File: src/rtl/uart_rx_os.sv
`default_nettype none
// ============================================================================
// Module  : uart_rx_os
// Purpose : 8N1 UART receiver. Each bit is a 2-of-3 vote of mid-bit samples.
//           Detects framing errors and breaks. Define UART_RX_FIFO_EN to add
//           a receive FIFO.
// Rev     : 1.0  initial release
// ============================================================================
module uart_rx_os #(
   parameter int CLK_FREQ   = 50_000_000,
   parameter int BAUD_RATE  = 2_000_000,
   parameter int FIFO_DEPTH = 16
) (
   input  logic       clk_i,
   input  logic       reset_i,
   input  logic       rx_i,
   input  logic       ready_i,
   output logic [7:0] data_o,
   output logic       valid_o,
   output logic       error_o,
   output logic       brk_o,
   output logic       overrun_o
);
   localparam int DIV  = CLK_FREQ / BAUD_RATE;
   localparam int HALF = DIV / 2;
   localparam int PW   = $clog2(DIV);

   if (DIV < 8) begin : g_div_check
      $error("uart_rx_os: CLK_FREQ/BAUD_RATE must be at least 8");
   end
   if (FIFO_DEPTH < 2 || (FIFO_DEPTH & (FIFO_DEPTH - 1)) != 0) begin : g_depth_check
      $error("uart_rx_os: FIFO_DEPTH must be a power of 2");
   end

   typedef enum logic [2:0] {
      IDLE      = 3'd0,
      START     = 3'd1,
      DATA      = 3'd2,
      STOP      = 3'd3,
      WAIT_HIGH = 3'd4
   } state_e;

   state_e          state_q, state_d;
   logic [1:0]      sync_q;
   logic            prev_q;
   logic [PW-1:0]   ph_q, ph_d;
   logic [3:0]      bit_q, bit_d;
   logic            s0_q, s0_d, s1_q, s1_d;
   logic [7:0]      shift_q, shift_d;
   logic            error_q, brk_q;
   logic            rx_s, vote, decide, good, frm_err, brk_hit;

   assign rx_s   = sync_q[1];
   assign vote   = (s0_q & s1_q) | (s0_q & rx_s) | (s1_q & rx_s);
   assign decide = (ph_q == PW'(HALF + 1));

   // ph_q is the cycle offset inside the current bit; it reads 0 in the falling-edge cycle.
   always_comb begin
      state_d = state_q;
      ph_d    = ph_q;
      bit_d   = bit_q;
      s0_d    = s0_q;
      s1_d    = s1_q;
      shift_d = shift_q;
      good    = 1'b0;
      frm_err = 1'b0;
      brk_hit = 1'b0;
      if (state_q == START || state_q == DATA || state_q == STOP) begin
         if (ph_q == PW'(DIV - 1)) begin
            ph_d  = '0;
            bit_d = bit_q + 4'd1;
         end else begin
            ph_d = ph_q + PW'(1);
         end
         if (ph_q == PW'(HALF - 1)) s0_d = rx_s;
         if (ph_q == PW'(HALF))     s1_d = rx_s;
      end
      case (state_q)
         IDLE: begin
            if (prev_q && !rx_s) begin
               state_d = START;
               ph_d    = PW'(1);
               bit_d   = 4'd0;
            end
         end
         START: begin
            if (decide) state_d = vote ? IDLE : DATA;
         end
         DATA: begin
            if (decide && bit_q != 4'd0) begin
               shift_d = {vote, shift_q[7:1]};
               if (bit_q == 4'd8) state_d = STOP;
            end
         end
         STOP: begin
            if (decide && bit_q == 4'd9) begin
               if (vote) begin
                  good    = 1'b1;
                  state_d = IDLE;
               end else begin
                  brk_hit = (shift_q == 8'h00);
                  frm_err = (shift_q != 8'h00);
                  state_d = WAIT_HIGH;
               end
            end
         end
         WAIT_HIGH: begin
            if (rx_s) state_d = IDLE;
         end
         default: state_d = IDLE;
      endcase
   end

   always_ff @(posedge clk_i or posedge reset_i) begin
      if (reset_i) begin
         state_q <= IDLE;
         sync_q  <= 2'b11;
         prev_q  <= 1'b1;
         ph_q    <= '0;
         bit_q   <= 4'd0;
         s0_q    <= 1'b1;
         s1_q    <= 1'b1;
         shift_q <= 8'h00;
         error_q <= 1'b0;
         brk_q   <= 1'b0;
      end else begin
         state_q <= state_d;
         sync_q  <= {sync_q[0], rx_i};
         prev_q  <= rx_s;
         ph_q    <= ph_d;
         bit_q   <= bit_d;
         s0_q    <= s0_d;
         s1_q    <= s1_d;
         shift_q <= shift_d;
         error_q <= frm_err;
         brk_q   <= brk_hit;
      end
   end

   assign error_o = error_q;
   assign brk_o   = brk_q;

`ifdef UART_RX_FIFO_EN
   localparam int AW = $clog2(FIFO_DEPTH);

   logic [7:0]    mem_q [FIFO_DEPTH];
   logic [AW-1:0] wr_q, rd_q;
   logic [AW:0]   cnt_q;
   logic          ovr_q;
   logic          avail, full, pop, push;

   assign avail = (cnt_q != '0);
   assign full  = cnt_q[AW];
   assign pop   = avail & ready_i;
   // A full FIFO still accepts a byte when a pop frees a slot in the same cycle.
   assign push  = good & (~full | pop);

   always_ff @(posedge clk_i or posedge reset_i) begin
      if (reset_i) begin
         wr_q  <= '0;
         rd_q  <= '0;
         cnt_q <= '0;
         ovr_q <= 1'b0;
      end else begin
         if (push) wr_q <= wr_q + AW'(1);
         if (pop)  rd_q <= rd_q + AW'(1);
         if (push && !pop)      cnt_q <= cnt_q + (AW+1)'(1);
         else if (pop && !push) cnt_q <= cnt_q - (AW+1)'(1);
         ovr_q <= good & full & ~pop;
      end
   end

   always_ff @(posedge clk_i) begin
      if (push) mem_q[wr_q] <= shift_q;
   end

   assign data_o    = avail ? mem_q[rd_q] : 8'h00;
   assign valid_o   = avail;
   assign overrun_o = ovr_q;
`else
   logic [7:0] data_q;
   logic       valid_q;
   logic       unused_ready;

   assign unused_ready = ready_i;

   always_ff @(posedge clk_i or posedge reset_i) begin
      if (reset_i) begin
         data_q  <= 8'h00;
         valid_q <= 1'b0;
      end else begin
         valid_q <= good;
         if (good) data_q <= shift_q;
      end
   end

   assign data_o    = data_q;
   assign valid_o   = valid_q;
   assign overrun_o = 1'b0;
`endif

endmodule
`default_nettype wire

File: config.mk
export PLATFORM = sky130hd
export DESIGN_NAME = uart_rx_os
export DESIGN_NICKNAME = d
export VERILOG_FILES = /design/src/rtl/uart_rx_os.sv
export SDC_FILE = /design/constraint.sdc
export NUM_CORES = 1
export LEC_CHECK = 0
export ABC_CLOCK_PERIOD_IN_PS = 4700
export CORE_MARGIN = 4
export CORE_UTILIZATION = 50
export CTS_CLUSTER_DIAMETER = 100
export DETAILED_ROUTE_END_ITERATION = 6
export PLACE_DENSITY = 0.8
export SYNTH_ARGS = -nofsm -noshare
export SYNTH_HDL_FRONTEND = slang
export SYNTH_SLANG_ARGS = --single-unit
File: constraint.sdc
create_clock -name clk_i -period 4.7 [get_ports clk_i]
set_clock_uncertainty 0.2 [all_clocks]
set_input_delay 1.175 -clock clk_i [delete_from_list [all_inputs] [get_ports clk_i]]
set_output_delay 1.175 -clock clk_i [all_outputs]
set_load 0.01 [all_outputs]
* Word-level counts from Yosys, hierarchy flattened *
Index checks and enable logic that the tools add are counted.

operators by class
  add/sub/neg operators = 2
  equal/unequal tests = 16
  multiplexer cells = 26
  bitwise logic cells = 5
  reduce and logical (&&, ||, !) cells = 14

operators with widths
  cell                                                                     count
  3-bit two-way mux                                                        7
  5-bit two-way mux                                                        4
  4-bit two-way mux                                                        4
  5-bit by 4-bit equality test with 1-bit output, second input constant    3
  3-bit one-hot mux with 5 select lines                                    1
  1-bit two-way mux                                                        9
  4-bit equality test, second input constant                               2
  8-bit zero test                                                          1
  8-bit nonzero test                                                       1
  3-bit by 2-bit equality test with 1-bit output, second input constant    2
  2-bit by 1-bit inequality test with 1-bit output, second input constant  3
  2-bit inequality test, second input constant                             3
  2-bit AND reduction                                                      3
  6-bit AND reduction                                                      1
  5-bit by 1-bit adder with 5-bit output, second input constant            1
  5-bit equality test, second input constant                               1
  4-bit by 1-bit adder with 4-bit output, second input constant            1
  4-bit nonzero test                                                       1
  1-bit bitwise AND                                                        3
  3-bit by 1-bit equality test with 1-bit output, second input constant    1
  3-bit equality test, second input constant                               1
  1-bit logical AND                                                        3
  3-bit zero test                                                          1
  1-bit logical OR                                                         2
  3 further kinds                                                          4

storage, ports and cells
  register bits = 36
  bits of input ports = 4
  output and inout port bits = 12

* Logic depth before layout (Yosys ltp) *
Gate-level depths: netlist (run 1).

  word-level depth = 6
  gate-level depth with buffers = 6
  depth with buffers taken out = 6

* Least setup slack after synthesis (run 1) *
No wires, ideal clock.

  path type = reg-to-reg
  start = register ph_q[1]
  end = register data_q[0] (netlist: data_o[0])
  library setup time = 0.125 ns
  arrival = 1.652 ns
  setup slack = 2.723 ns
  cell stages (with the launch flop) = 7
  clock period less this slack = 1.977 ns
  path through = dfrtp_1 inv_1 ha_1 and4b_4 nand3_4 nor3_4 mux2_2

on the way
  longest elaborated chain between the ends = 4

ends and longest elaborated chain
  what                                            line  text
  start: declaration                              46    logic [PW-1:0] ph_q, ph_d;
  start signal: assignment                        130   ph_q <= ph_d;
  5-bit by 4-bit equality test with 1-bit output  55    assign decide = (ph_q == PW'(HALF + 1));
  1-bit logical AND                               96    if (decide && bit_q == 4'd9) begin
  1-bit two-way mux                               96
  1-bit two-way mux                               78    case (state_q)
  net good                                        51    logic rx_s, vote, decide, good, frm_err, brk_hit;
  end signal: assignment                          193   if (good) data_q <= shift_q;
  end: declaration                                181   logic [7:0] data_q;

The timed path passes the listed nets, and every way through them passes these cells.
A chain may end at the register's enable or synchronous reset.

* Final worst setup path (run 1) *
  start = register data_q[3] (netlist: data_o[3])
  end = output data_o[3]

RTL lines
  what              line  text
  end: declaration  18    output logic [7:0] data_o,

No word-level cell between the ends.

==> impl_metrics.env, run 1 <==
export IMPL_period_share_pct=55.6
export IMPL_viasPerCell=5.29
export IMPL_ant_nets=0
export IMPL_fin_util_pct=61.2
export IMPL_min_path_cells=0
export IMPL_clock_sinks=36
export IMPL_post_cts_resize_count=0
export IMPL_cts_path_max_buffers=2
export IMPL_status="completed"
export IMPL_rr_worst_depth=6
export IMPL_path_cells="clkdlybuf4s50_1"
export IMPL_dp_hpwl_mm=2.04
export IMPL_rsz0062_at_grt="no"
export IMPL_cts_clk_slew_worst_paths_ns=0.11
export IMPL_insertion_delay_ns=0.33
export IMPL_yosys_warnings=0
export IMPL_crit_buf_inv=1
export IMPL_grt_use_total_pct=15.1
export IMPL_die_x_um=66.3
export IMPL_rrSetupSlack_ns=2.54
export IMPL_synth_top_cell_by_area="dfrtp_1"
export IMPL_drc_errors=0
export IMPL_synth_async_reset_ratio_pct=100
export IMPL_post_synth_top_area_fraction_pct=45.6
export IMPL_hold_end="sync_q[1]"
export IMPL_root_buffer="clkbuf_4"
export IMPL_critPathKind="reg2out"
export IMPL_ir_worst_vdd_mv=0.233
export IMPL_grt_pass1_vias=1039
export IMPL_antenna_found_initial=0
export IMPL_crit_family="buffers and inverters"
export IMPL_ys_ff_latch=36
export IMPL_postCtsSetupBuffers=0
export IMPL_cp_required_ns=3.32
export IMPL_synth_area_top_cells="dfrtp_1 46%, mux2_2 13%, dfstp_2 7.7%"
export IMPL_placedCellCount=191
export IMPL_hp_class="reg2reg"
export IMPL_layout_drive_gt1_share_pct=27.1
export IMPL_synth_cells=137
export IMPL_num_rows=20
export IMPL_finalSetupViolCount=0
export IMPL_worstPathMaxFanout=2
export IMPL_min_from="sync_q[0]"
export IMPL_synth_edff_count=0
export IMPL_period_minus_slack_ns=2.61
export IMPL_tightest_slew_ns=0.654
export IMPL_grt_max_degree=20
export IMPL_syn_area_sq_um=1700
export IMPL_routabilityCongestion=0.750
export IMPL_area_growth_pct=13.5
export IMPL_synth_common_cells="31 x dfrtp_1, 20 x mux2_2, 8 x nor2_1, 6 x ha_1, 6 x inv_1"
export IMPL_die_area_sq_um=4400
export IMPL_wl_mm=2.79
export IMPL_synth_cell_types=41
export IMPL_critPathSlowestCell="clkdlybuf4s50_1"
export IMPL_postCtsHoldBufs=0
export IMPL_io_buffers=13
export IMPL_critical_path_arrival_ns=1.24
export IMPL_p_total_mw=0.896
export IMPL_ys_seq_area_share_pct=53.3
export IMPL_die_h_um=66.3
export IMPL_reg2reg_to="data_o[4]"
export IMPL_htreeDepth=2
export IMPL_hold_viol=0
export IMPL_final_cells=199
export IMPL_ys_flop_type="dfrtp_1"
export IMPL_cts_tree="built"
export IMPL_power_density_nw_per_um2=464
export IMPL_final_nets=164
export IMPL_n_antenna_cell=0
export IMPL_leakagePower_nw=0.873
export IMPL_postSynthAreaPerCell_sq_um=12.4
export IMPL_overflow=0
export IMPL_syn_num_nets=147
export IMPL_start_util_pct=53.9
export IMPL_whs_ns=0.161
export IMPL_drv_slew=0
export IMPL_boundaryPins=16
export IMPL_max_cap_viol_count=0
export IMPL_coreArea_sq_um=3150
export IMPL_start_kind="flop"
export IMPL_fmaxAchievable_mhz=382
export IMPL_dr_total_vias=1053
export IMPL_route_detailed_wl_per_inst_um=14.0
export IMPL_cp_end_kind="primary output"
export IMPL_r2r_start="ph_q[1]"
export IMPL_max_stage_delay_ns=0.54
export IMPL_drt_first_pass_iters=4
export IMPL_grt_pass1_wl_mm=4.85
export IMPL_drtIter0Drc=31
export IMPL_critPathLaunch="data_o[3]"
export IMPL_relSlewSlack_pct=56.3
export IMPL_yosysMostFrequentCell="dfrtp_1"
export IMPL_numCtsBuffers=5
export IMPL_tns_ns=0
power breakdown:
part / internal [mW] / total (mW) / switching [mW]
clock network: 0.0574 / 0.160 / 0.103
registers: 0.372 / 0.454 / 0.0825
logic: 0.135 / 0.282 / 0.147
total: 0.564 / 0.896 / 0.332
final cells by class:
class,count,area (sq um)
Inverter,6,22.5
Fill cell,273,1220
Clock buffer,5,37.5
Tap cell,44,55.1
Clock inverter,3,18.8
Timing Repair Buffer,14,138
Multi-Input combinational cell,91,751
Sequential cell,36,907
how the worst max path moves through the flow:
stage                     end  slack, ns  cells after the start
floorplan            bit_q[0]       2.53                      1
global placement    sync_q[0]       2.13                      3
detailed placement  sync_q[0]       2.09                      3
CTS                 data_o[4]       2.06                      1
global route        data_o[3]       2.01                      1
finish              data_o[3]       2.09                      1
layer usage:
metal / part of all wire, % / GRT usage [%] / vias up
met2: 49 / 23.0 / 17
met3: 3.5 / 5.78 / 4
met1: 46 / 19.4 / 513
li1: - / - / 519
met4: 1.3 / 5.33 / 0
met5: 0 / 0 / -
cell families after synthesis:
family	share of synthesized area, %
simple gates	16.7
compound gates	5.89
xor+xnor	3.09
fa+ha+maj	5.00
flops	53.3
mux	13.2
buf+inv	2.50
other cells	0.221
registers in the layout, summed over array words and instances, names as in the netlist:
name / cells
shift_q: 8
brk_o: 1
prev_q: 1
error_o: 1
state_q: 3
s1_q: 1
sync_q: 2
data_o: 8
ph_q: 5
valid_o: 1
s0_q: 1
bit_q: 4
metrics by stage:
| step | instance area [sq um] | setup WS, ns |
|---|---|---|
| floorplan | 1700 | 2.53 |
| global placement | 1870 | 2.13 |
| detailed placement | 1870 | 2.09 |
| CTS | 1930 | 2.06 |
| global route | 1930 | 2.01 |
| finish | 1930 | 2.09 |
cell usage in the layout, fill, tap and decap left out, types with 2 or more instances in the layout:
cell type | netlist | layout
dfrtp_1 | 31 | 31
xnor2_1 | 2 | 2
nor2b_1 | 2 | 2
clkbuf_4 | 0 | 5
nor2_1 | 8 | 8
nor4_1 | 2 | 2
dfstp_2 | 5 | 5
nand3_1 | 2 | 2
nand2b_1 | 4 | 4
clkinv_2 | 0 | 2
mux2_2 | 20 | 20
nand4_1 | 3 | 3
ha_1 | 6 | 6
inv_1 | 6 | 6
nand4b_1 | 2 | 2
xor2_1 | 4 | 4
nor3_1 | 5 | 5
nor3_4 | 2 | 2
clkdlybuf4s50_1 | 0 | 13
a21oi_1 | 4 | 4
nand2_1 | 5 | 5
Note: power is estimated with default switching activity, not from simulation.
==> run 2, diff against run 1 <==
- ABC_CLOCK_PERIOD_IN_PS: 4700 -> 2500
- clock period: 4.7 -> 2.5 ns (I/O delays scaled with it)
==> run 2 against run 1 <==
Register-to-register slack lost 2.2 ns. Via count grew 4.2%. Critical path depth grew 5. Utilization grew 0.87 points. Sequential power grew 89%. Design area grew 1.4%. Flip-flop and latch count is the same. Combinational power grew 89%. Power grew 100%. Critical path type is now reg2reg. Largest cell class unchanged. Highest routed layer unchanged.
==> impl_metrics.env, run 2 (synthesized netlist as in run 1, its figures left out) <==
export IMPL_leakagePower_nw=0.885
export IMPL_start_util_pct=53.9
export IMPL_critPathKind="reg2reg"
export IMPL_path_cells="inv_1 -> ha_1 -> and4b_4 -> nand3_4 -> nor3_4 -> mux2_2"
export IMPL_postCtsHoldBufs=0
export IMPL_rrSetupSlack_ns=0.33
export IMPL_min_path_cells=0
export IMPL_relSlewSlack_pct=66.0
export IMPL_die_h_um=66.3
export IMPL_n_antenna_cell=0
export IMPL_boundaryPins=16
export IMPL_register_area_sq_um=907
export IMPL_dp_hpwl_mm=2.12
export IMPL_worstPathMaxFanout=9
export IMPL_critPathSlowestCell="nor3_4"
export IMPL_period_share_pct=86.7
export IMPL_power_density_nw_per_um2=920
export IMPL_die_x_um=66.3
export IMPL_area_growth_pct=15.1
export IMPL_die_area_sq_um=4400
export IMPL_grt_pass1_wl_mm=5.10
export IMPL_insertion_delay_ns=0.34
export IMPL_io_buffers=13
export IMPL_final_nets=165
export IMPL_design_area_sq_um=1960
export IMPL_cts_tree="built"
export IMPL_wl_mm=2.91
export IMPL_viasPerCell=5.49
export IMPL_hold_viol=0
export IMPL_rr_worst_depth=6
export IMPL_ir_worst_vdd_mv=0.438
export IMPL_drc_errors=0
export IMPL_grt_pass1_vias=1117
export IMPL_root_buffer="clkbuf_4"
export IMPL_grt_use_total_pct=15.4
export IMPL_clock_sinks=36
export IMPL_hold_end="sync_q[1]"
export IMPL_cp_end_kind="flop"
export IMPL_fillers=249
export IMPL_route_detailed_wl_per_inst_um=14.5
export IMPL_finalSetupViolCount=0
export IMPL_routabilityCongestion=0.799
export IMPL_num_rows=20
export IMPL_final_cell_mix="31 x dfrtp_1, 20 x mux2_2, 13 x clkdlybuf4s50_1"
export IMPL_coreArea_sq_um=3150
export IMPL_post_cts_resize_count=0
export IMPL_max_stage_delay_ns=0.43
export IMPL_r2r_start="ph_q[1]"
export IMPL_numCtsBuffers=5
export IMPL_hp_class="reg2reg"
export IMPL_drt_first_pass_iters=4
export IMPL_rsz0062_at_grt="no"
export IMPL_ant_nets=0
export IMPL_tightest_slew_ns=0.510
export IMPL_cp_required_ns=2.54
export IMPL_htreeDepth=2
export IMPL_period_minus_slack_ns=2.17
export IMPL_antenna_found_initial=0
export IMPL_drv_slew=0
export IMPL_postCtsSetupBuffers=0
export IMPL_dr_total_vias=1097
export IMPL_critical_path_arrival_ns=2.21
export IMPL_cts_clk_slew_worst_paths_ns=0.11
export IMPL_cts_path_max_buffers=2
export IMPL_mostFrequentLayoutCell="dfrtp_1"
export IMPL_drtIter0Drc=49
export IMPL_max_cap_viol_count=0
export IMPL_whs_ns=0.155
export IMPL_place_area_sq_um=1880
export IMPL_multi_input_area_sq_um=751
export IMPL_reg2reg_to="data_o[1]"
export IMPL_overflow=0
export IMPL_min_from="sync_q[0]"
export IMPL_start_kind="flop"
export IMPL_tns_ns=0
export IMPL_fmaxAchievable_mhz=461
export IMPL_status="completed"
export IMPL_layout_drive_gt1_share_pct=26.9
export IMPL_grt_max_degree=15
run 2: cell types whose count changed in the layout (fill, tap and decap cells not counted):
| cell | previous run | this run |
|---|---|---|
| clkinv_2 | 2 | 1 |
| bufinv_16 | 0 | 1 |
| clkinv_4 | 1 | 0 |
| buf_4 | 1 | 2 |
| clkbuf_1 | 0 | 1 |
run 2: power breakdown:
group          total, mW  switching (mW)  internal [mW]  leakage, nW
sequential         0.859           0.161          0.699        0.466
combinational      0.533           0.280          0.253        0.377
clock              0.408           0.199          0.210       0.0422
total               1.80           0.640           1.16        0.885
run 2: worst max-delay path by stage:
stage / from / to / slack, ns / cells past startpoint
floorplan: ph_q[1] / data_o[0] / 0.52 / 6
global placement: ph_q[1] / data_o[2] / 0.38 / 6
detailed placement: ph_q[1] / data_o[1] / 0.34 / 6
CTS: ph_q[1] / data_o[1] / 0.33 / 6
global route: ph_q[1] / data_o[3] / 0.23 / 6
finish: ph_q[1] / data_o[1] / 0.33 / 6
run 2: per-layer routing:
metal | vias to the layer above | part of all wire, % | global-route usage (%)
li1 | 521 | - | -
met1 | 544 | 46 | 20.2
met2 | 27 | 49 | 24.3
met3 | 5 | 3.9 | 3.57
met4 | 0 | 1.4 | 6.85
met5 | - | 0 | 0
run 2: worst max-delay path, delay by kind of cell (launching register included):
family	cells	cell delay, ns
AND/OR/NAND/NOR	3	0.81
flip-flops	1	0.42
multiplexers	1	0.39
adder cells (fa/ha/maj)	1	0.14
buffers and inverters	1	0.09
run 2: area by class of cell:
cell class / instances / share of cell area [%]
clock buffers: 6 / 2.11
inverters: 6 / 1.15
repair buffers: 15 / 7.42
well taps: 44 / 2.81
multi-input cells: 91 / 38.4
clock inverters: 2 / 1.79
flip-flops and latches: 36 / 46.4
run 2: metrics by stage:
| stage | std cells | utilization [%] | total power, mW | setup slack (ns) |
|---|---|---|---|---|
| floorplan | 137 | - | 1.28 | 0.523 |
| global placement | 192 | 59.6 | 1.36 | 0.381 |
| detailed placement | 192 | 59.6 | 1.40 | 0.341 |
| CTS | 200 | 62.1 | 1.81 | 0.326 |
| global route | 200 | 62.1 | 1.93 | 0.229 |
| finish | 200 | 62.1 | 1.80 | 0.332 |
==> run 3, diff against run 2 <==
- SKIP_LAST_GASP: unset -> 1
==> results of run 3 <==
No change in the layout: final DEF, timing and power equal those of run 2.
